==> src/rtl/apb_ram128x8_ctrl_pkg.sv <==
`default_nettype none
// ============================================================================
//  Module   : apb_ram128x8_ctrl_pkg
//  Brief    : Shared sizes and FSM state encoding for the APB 128x8 RAM
//             controller and its clear sequencer.
//  Revision : 1.0  initial release
// ============================================================================
package apb_ram128x8_ctrl_pkg;

    localparam int RAM_DEPTH   = 128;
    localparam int RAM_AWIDTH  = 7;
    localparam int DATA_WIDTH  = 8;
    localparam int PADDR_WIDTH = 8;

    typedef enum logic [1:0] {
        ST_INIT    = 2'd0,
        ST_IDLE    = 2'd1,
        ST_RD_WAIT = 2'd2
    } state_t;

endpackage
`default_nettype wire

==> src/rtl/apb_ram128x8_ctrl_if.sv <==
`default_nettype none
// ============================================================================
//  Module   : apb_ram128x8_ctrl_if
//  Brief    : APB3 bus bundle between the CoreABC master mux and the RAM
//             controller.
//  Revision : 1.0  initial release
// ============================================================================
interface apb_ram128x8_ctrl_if;
    import apb_ram128x8_ctrl_pkg::*;

    logic                   PSEL;
    logic                   PENABLE;
    logic                   PWRITE;
    logic [PADDR_WIDTH-1:0] PADDR;
    logic [DATA_WIDTH-1:0]  PWDATA;
    logic [DATA_WIDTH-1:0]  PRDATA;
    logic                   PREADY;
    logic                   PSLVERR;

    modport master (
        output PSEL, PENABLE, PWRITE, PADDR, PWDATA,
        input  PRDATA, PREADY, PSLVERR
    );

    modport slave (
        input  PSEL, PENABLE, PWRITE, PADDR, PWDATA,
        output PRDATA, PREADY, PSLVERR
    );

endinterface
`default_nettype wire

==> src/rtl/apb_ram128x8_ctrl_clear_seq.sv <==
`default_nettype none
// ============================================================================
//  Module   : ram_clear_seq
//  Brief    : Post-reset zero fill of all RAM words, one word per cycle.
//             Only instantiated when APB_RAM_CLEAR_EN is defined.
//  Revision : 1.0  initial release
// ============================================================================
module ram_clear_seq
    import apb_ram128x8_ctrl_pkg::*;
(
    input  logic                  PCLK,
    input  logic                  PRESETN,
    output logic                  o_busy,
    output logic                  o_last,
    output logic                  o_wen,
    output logic [RAM_AWIDTH-1:0] o_waddr,
    output logic [DATA_WIDTH-1:0] o_wd
);

    logic [RAM_AWIDTH-1:0] r_cnt;
    logic                  r_busy;

    always_ff @(posedge PCLK or negedge PRESETN) begin
        if (!PRESETN) begin
            r_cnt  <= '0;
            r_busy <= 1'b1;
        end else if (r_busy) begin
            r_cnt <= r_cnt + 1'b1;
            if (&r_cnt) begin
                r_busy <= 1'b0;
            end
        end
    end

    // Write strobe held off while reset is asserted so no stray write lands.
    assign o_wen   = r_busy & PRESETN;
    assign o_last  = r_busy & (&r_cnt);
    assign o_busy  = r_busy;
    assign o_waddr = r_cnt;
    assign o_wd    = '0;

endmodule
`default_nettype wire

==> src/rtl/apb_ram128x8_ctrl.sv <==
`default_nettype none
// ============================================================================
//  Module   : apb_ram128x8_ctrl
//  Brief    : APB3 completer for the CoreABC 128x8 scratch RAM; one wait state
//             on reads, PSLVERR on out-of-range addresses.
//             Optional post-reset clear: define APB_RAM_CLEAR_EN.
//  Revision : 1.0  initial release
// ============================================================================
module apb_ram128x8_ctrl
    import apb_ram128x8_ctrl_pkg::*;
(
    input  logic                  PCLK,
    input  logic                  PRESETN,
    apb_ram128x8_ctrl_if.slave    apb,
    output logic [DATA_WIDTH-1:0] RAM_WD,
    output logic [RAM_AWIDTH-1:0] RAM_WADDR,
    output logic                  RAM_WEN,
    output logic [RAM_AWIDTH-1:0] RAM_RADDR,
    input  logic [DATA_WIDTH-1:0] RAM_RD,
    output logic                  INIT_BUSY
);

    state_t r_state;
    state_t w_next;
    logic   w_access;
    logic   w_in_range;

`ifdef APB_RAM_CLEAR_EN
    localparam state_t c_rst_state = ST_INIT;

    logic                  w_clr_last;
    logic                  w_clr_wen;
    logic [RAM_AWIDTH-1:0] w_clr_waddr;
    logic [DATA_WIDTH-1:0] w_clr_wd;

    ram_clear_seq u_clear_seq (
        .PCLK    (PCLK),
        .PRESETN (PRESETN),
        .o_busy  (INIT_BUSY),
        .o_last  (w_clr_last),
        .o_wen   (w_clr_wen),
        .o_waddr (w_clr_waddr),
        .o_wd    (w_clr_wd)
    );
`else
    localparam state_t c_rst_state = ST_IDLE;

    assign INIT_BUSY = 1'b0;
`endif

    assign w_access   = apb.PSEL & apb.PENABLE;
    assign w_in_range = (apb.PADDR[PADDR_WIDTH-1:RAM_AWIDTH] == '0);

    // The registered RAM read captures on every edge, so the address simply follows PADDR.
    assign RAM_RADDR = apb.PADDR[RAM_AWIDTH-1:0];

    always_ff @(posedge PCLK or negedge PRESETN) begin
        if (!PRESETN) begin
            r_state <= c_rst_state;
        end else begin
            r_state <= w_next;
        end
    end

    always_comb begin
        w_next      = r_state;
        apb.PREADY  = 1'b1;
        apb.PSLVERR = 1'b0;
        apb.PRDATA  = '0;
        RAM_WEN     = 1'b0;
        RAM_WADDR   = apb.PADDR[RAM_AWIDTH-1:0];
        RAM_WD      = apb.PWDATA;

        case (r_state)
`ifdef APB_RAM_CLEAR_EN
            ST_INIT: begin
                apb.PREADY = 1'b0;
                RAM_WEN    = w_clr_wen;
                RAM_WADDR  = w_clr_waddr;
                RAM_WD     = w_clr_wd;
                if (w_clr_last) begin
                    w_next = ST_IDLE;
                end
            end
`endif
            ST_IDLE: begin
                if (w_access) begin
                    if (!w_in_range) begin
                        apb.PSLVERR = 1'b1;
                    end else if (apb.PWRITE) begin
                        RAM_WEN = 1'b1;
                    end else begin
                        apb.PREADY = 1'b0;
                        w_next     = ST_RD_WAIT;
                    end
                end
            end
            ST_RD_WAIT: begin
                // Completes even if the master dropped PSEL, so the FSM cannot lock up.
                apb.PRDATA = RAM_RD;
                w_next     = ST_IDLE;
            end
            default: begin
                w_next = c_rst_state;
            end
        endcase
    end

endmodule
`default_nettype wire

==> src/flat_wrapper.sv <==
// flat-port wrapper written by rule: the top's interface ports become plain ports
module apb_ram128x8_ctrl_flat import apb_ram128x8_ctrl_pkg::*;
  (PCLK, PRESETN, RAM_WD, RAM_WADDR, RAM_WEN, RAM_RADDR, RAM_RD, INIT_BUSY, apb_PSEL, apb_PENABLE, apb_PWRITE, apb_PADDR, apb_PWDATA, apb_PRDATA, apb_PREADY, apb_PSLVERR);
  apb_ram128x8_ctrl_if apb_i ();
  input  logic PCLK;
  input  logic PRESETN;
  output logic [DATA_WIDTH-1:0] RAM_WD;
  output logic [RAM_AWIDTH-1:0] RAM_WADDR;
  output logic RAM_WEN;
  output logic [RAM_AWIDTH-1:0] RAM_RADDR;
  input  logic [DATA_WIDTH-1:0] RAM_RD;
  output logic INIT_BUSY;
  input wire logic [$bits(apb_i.PSEL)-1:0] apb_PSEL;
  input wire logic [$bits(apb_i.PENABLE)-1:0] apb_PENABLE;
  input wire logic [$bits(apb_i.PWRITE)-1:0] apb_PWRITE;
  input wire logic [$bits(apb_i.PADDR)-1:0] apb_PADDR;
  input wire logic [$bits(apb_i.PWDATA)-1:0] apb_PWDATA;
  output wire logic [$bits(apb_i.PRDATA)-1:0] apb_PRDATA;
  output wire logic [$bits(apb_i.PREADY)-1:0] apb_PREADY;
  output wire logic [$bits(apb_i.PSLVERR)-1:0] apb_PSLVERR;
  assign apb_i.PSEL = apb_PSEL;
  assign apb_i.PENABLE = apb_PENABLE;
  assign apb_i.PWRITE = apb_PWRITE;
  assign apb_i.PADDR = apb_PADDR;
  assign apb_i.PWDATA = apb_PWDATA;
  assign apb_PRDATA = apb_i.PRDATA;
  assign apb_PREADY = apb_i.PREADY;
  assign apb_PSLVERR = apb_i.PSLVERR;
  apb_ram128x8_ctrl u_core (.PCLK(PCLK), .PRESETN(PRESETN), .apb(apb_i), .RAM_WD(RAM_WD), .RAM_WADDR(RAM_WADDR), .RAM_WEN(RAM_WEN), .RAM_RADDR(RAM_RADDR), .RAM_RD(RAM_RD), .INIT_BUSY(INIT_BUSY));
endmodule
==> config.mk <==
export PLATFORM = sky130hd
export DESIGN_NAME = apb_ram128x8_ctrl_flat
export DESIGN_NICKNAME = d
export VERILOG_FILES = /design/src/rtl/apb_ram128x8_ctrl_pkg.sv /design/src/rtl/apb_ram128x8_ctrl_if.sv /design/src/rtl/apb_ram128x8_ctrl_clear_seq.sv /design/src/rtl/apb_ram128x8_ctrl.sv /design/src/flat_wrapper.sv
export SDC_FILE = /design/constraint.sdc
export NUM_CORES = 1
export LEC_CHECK = 0
export CORE_UTILIZATION = 21
export DETAILED_ROUTE_END_ITERATION = 6
export MAX_ROUTING_LAYER = met4
export PLACE_DENSITY = 0.82
export SYNTH_ARGS = -nofsm -noshare
export SYNTH_HDL_FRONTEND = slang
export SYNTH_SLANG_ARGS = --single-unit
==> constraint.sdc <==
create_clock -name PCLK -period 1.7 [get_ports PCLK]
set_input_delay 0.34 -clock PCLK [delete_from_list [all_inputs] [get_ports PCLK]]
set_output_delay 0.34 -clock PCLK [all_outputs]
set_load 0.01 [all_outputs]
==> impl_metrics.tcl <==
set metrics [dict create \
    status "finished, violations left" \
    violations "negative setup slack" \
    place_hpwl_um 538.7 \
    clock_latency_ps 220 \
    die_w_um 42.99 \
    crit_slowest_cell "dfstp_2" \
    synth_top_family_by_area "buffers and inverters" \
    fin_total_pwr_w 0.0002136 \
    yosysSeqAreaShare_pct 14.54 \
    synth.yosys.warnings 0 \
    cp-start-kind "flip-flop" \
    grt_pass1_vias 241 \
    synthXorXnorAreaFrac_pct 0 \
    rsz0062_at_grt "true" \
    core_area_sq_mm 0.001541 \
    cts_tree "yes" \
    powerDensity_mw_per_mm2 445.7 \
    period_needed_ps 1705 \
    max_stage_delay_ps 530 \
    largest_reg_flops 2 \
    crit_path_end_kind "primary output" \
    yosysTopAreaCell "buf_4" \
    reg2reg_to "u_core.r_state[0]" \
    p_leak_nw 0.2412 \
    placed_cells 61 \
    drc_errors 0 \
    nFillCells 153 \
    gp_congestion 0.6061 \
    finalHoldWorstSlack_ps 282.4 \
    path_buf_inv 2 \
    r2r_setup_slack_ps 510 \
    reg2regPathDepth 3 \
    reg.largest.list "u_core.r_state: 2 flops" \
    finalSetupViolations 2 \
    antenna_found_initial 0 \
    drive_gt1_share_pct 56.00 \
    synth-seq-cells 2 \
    synth_cell_types 12 \
    synthToLayoutAreaGrowth_pct 35.82 \
    cts_hold_buf 0 \
    die-area_sq_mm 0.001848 \
    root_buffer "clkbuf_4" \
    drt-pass1-iter-count 2 \
    synthTopCellsByArea "buf_4, and2_2, dfstp_2, dfrtp_1, nand4b_4" \
    synthAdderAreaFrac_pct 0 \
    via_per_inst 3.970 \
    clk_pin_slew_ps 30 \
    wirelength_um 687 \
    dieHeight_um 42.99 \
    finalNonFillerCells 66 \
    cp_cell_sequence "and2b_2 > buf_6 > and2_4 > buf_6" \
    antenna_left 0 \
    cts_buffer_depth 2 \
    timing.rr.start "u_core.r_state[0]" \
    max-cap-violations 0 \
    ys_async_sr_fraction_pct 100.0 \
    cts_buffers 3 \
    synth_compound_area_share_pct 0 \
    first_iter_violations 1 \
    synth_top_area_share_pct 48.94 \
    grt_remaining_overflow 0 \
    num_io_pins 63 \
    yosysMostFrequentCell "buf_4" \
    crit_type "flip-flop to primary output" \
    final_util_pct 31.09 \
    muxShareOfSynthArea_pct 0 \
    crit_family "flip-flops" \
    core.rowCount 14 \
    grt_pass1_wl_um 931 \
    finalMaxSlewViolations 0 \
    grt.total_usage_pct 6.786 \
    cp_common_cell "buf_6" \
    largest-register "u_core.r_state" \
    nets 80 \
    crit_fanout 7 \
    synth_edf_count 0 \
    syn_inst 42 \
    synthFlopType "dfstp_2" \
    fmax_mhz 586.5 \
    fin_crit_sh_pct 100.3 \
    setup_slack_ps -4.949 \
    critPathRequiredTime_ps 1360 \
    antenna_cells 0 \
    synth_area_sq_um 352.8 \
    numPortBuffers 24 \
    grt_max_degree 8 \
    synth_nets 71 \
    cts_sinks 2 \
    ir_worst_vdd_mv 0.2216 \
    floorplan.initialDensity_pct 22.89 \
    ys_top_cells_by_count "buf_4, and2_2, or3_1" \
    crit_arrival_ps 1360 \
    avgSynthCellArea_sq_um 8.401 \
    vias 262 \
    skew_ps 7.893 \
    h-tree-depth 1 \
    wire_per_inst_um 10.41 \
    hold_violations 0 \
    hp-class "input pin to asynchronous set/reset pin" \
    yosys.area_share.simple_pct 34.40 \
    pre_cts_slack_ps -417.9 \
]
## worst max path at each step
stage / startpoint / cells after the start / endpoint / slack [ps]
floorplan: u_core.r_state[0] / 2 / apb_PREADY / 370
global placement: apb_PENABLE / 4 / apb_PREADY / -400
detailed placement: apb_PSEL / 4 / apb_PREADY / -420
CTS: u_core.r_state[0] / 4 / apb_PRDATA[5] / -70
global route: u_core.r_state[0] / 4 / apb_PRDATA[5] / -60
finish: u_core.r_state[0] / 4 / apb_PRDATA[3] / -5
## worst register-to-register path: cells and delay by family, from the launching register on
kind / cells / cell delay (ps)
buf+inv: 1 / 150
flops: 1 / 530
simple gates: 2 / 420
## per-stage QoR
step,instance area (sq um),TNS (ps)
after floorplan,352.8,0
after global placement,455.4,-1742
after detailed placement,455.4,-1802
after CTS,457.9,-135.7
after global routing,479.2,-250.1
final,479.2,-7.748
## layout by cell type (no fill, tap or decap), drive strengths merged
master         synthesis  routed
nor3                   1       1
nor2                   1       1
buf                   23      12
dlygate4sd2            0       3
nand4b                 1       1
dfstp                  1       1
clkdlybuf4s50          0      11
conb                   1       1
dfrtp                  1       1
nor3b                  1       1
and2b                  1       1
clkdlybuf4s15          0       1
and2                   8       8
or3                    2       2
inv                    1       1
clkbuf                 0       4
## layout make-up
cell class                      count  area (sq um)  area share (%)
Sequential cell                     2         51.30           10.70
Timing Repair Buffer               27         244.0           50.91
Inverter                            1         3.754          0.7833
Clock buffer                        4         26.28           5.483
Multi-Input combinational cell     16         133.9           27.94
Tap cell                           16         20.02           4.178
## layer usage
layer	vias to the layer above	wire [um]	part of all wire [%]	GRT usage, %
li1	123	-	-	-
met1	108	187	27	4.359
met2	29	324	47	12.73
met3	2	169	25	4.681
met4	0	5	0.73	3.636
met5	-	0	0	-
## cell families after synthesis
logic type    Yosys count
buf+inv                24
simple gates           15
flops                   2
other cells             1
## where the power goes
group          internal [W]  switching, W  leakage, nW
Combinational     0.0000348     0.0000147        0.202
Clock             0.0000871     0.0000265       0.0150
Sequential        0.0000497   0.000000791       0.0243
Total              0.000172     0.0000420        0.241
## what timing repair did
action / 4_1_cts / 5_1_grt
endpoints found under the hold margin: 0 / 0
pin swaps: 0 / 2
cloned: 0 / 0
endpoints found under the setup margin: 11 / 9
setup buffers: 1 / 0
gates resized for setup: 46 / 6
Power figures use the tool's default switching activity.
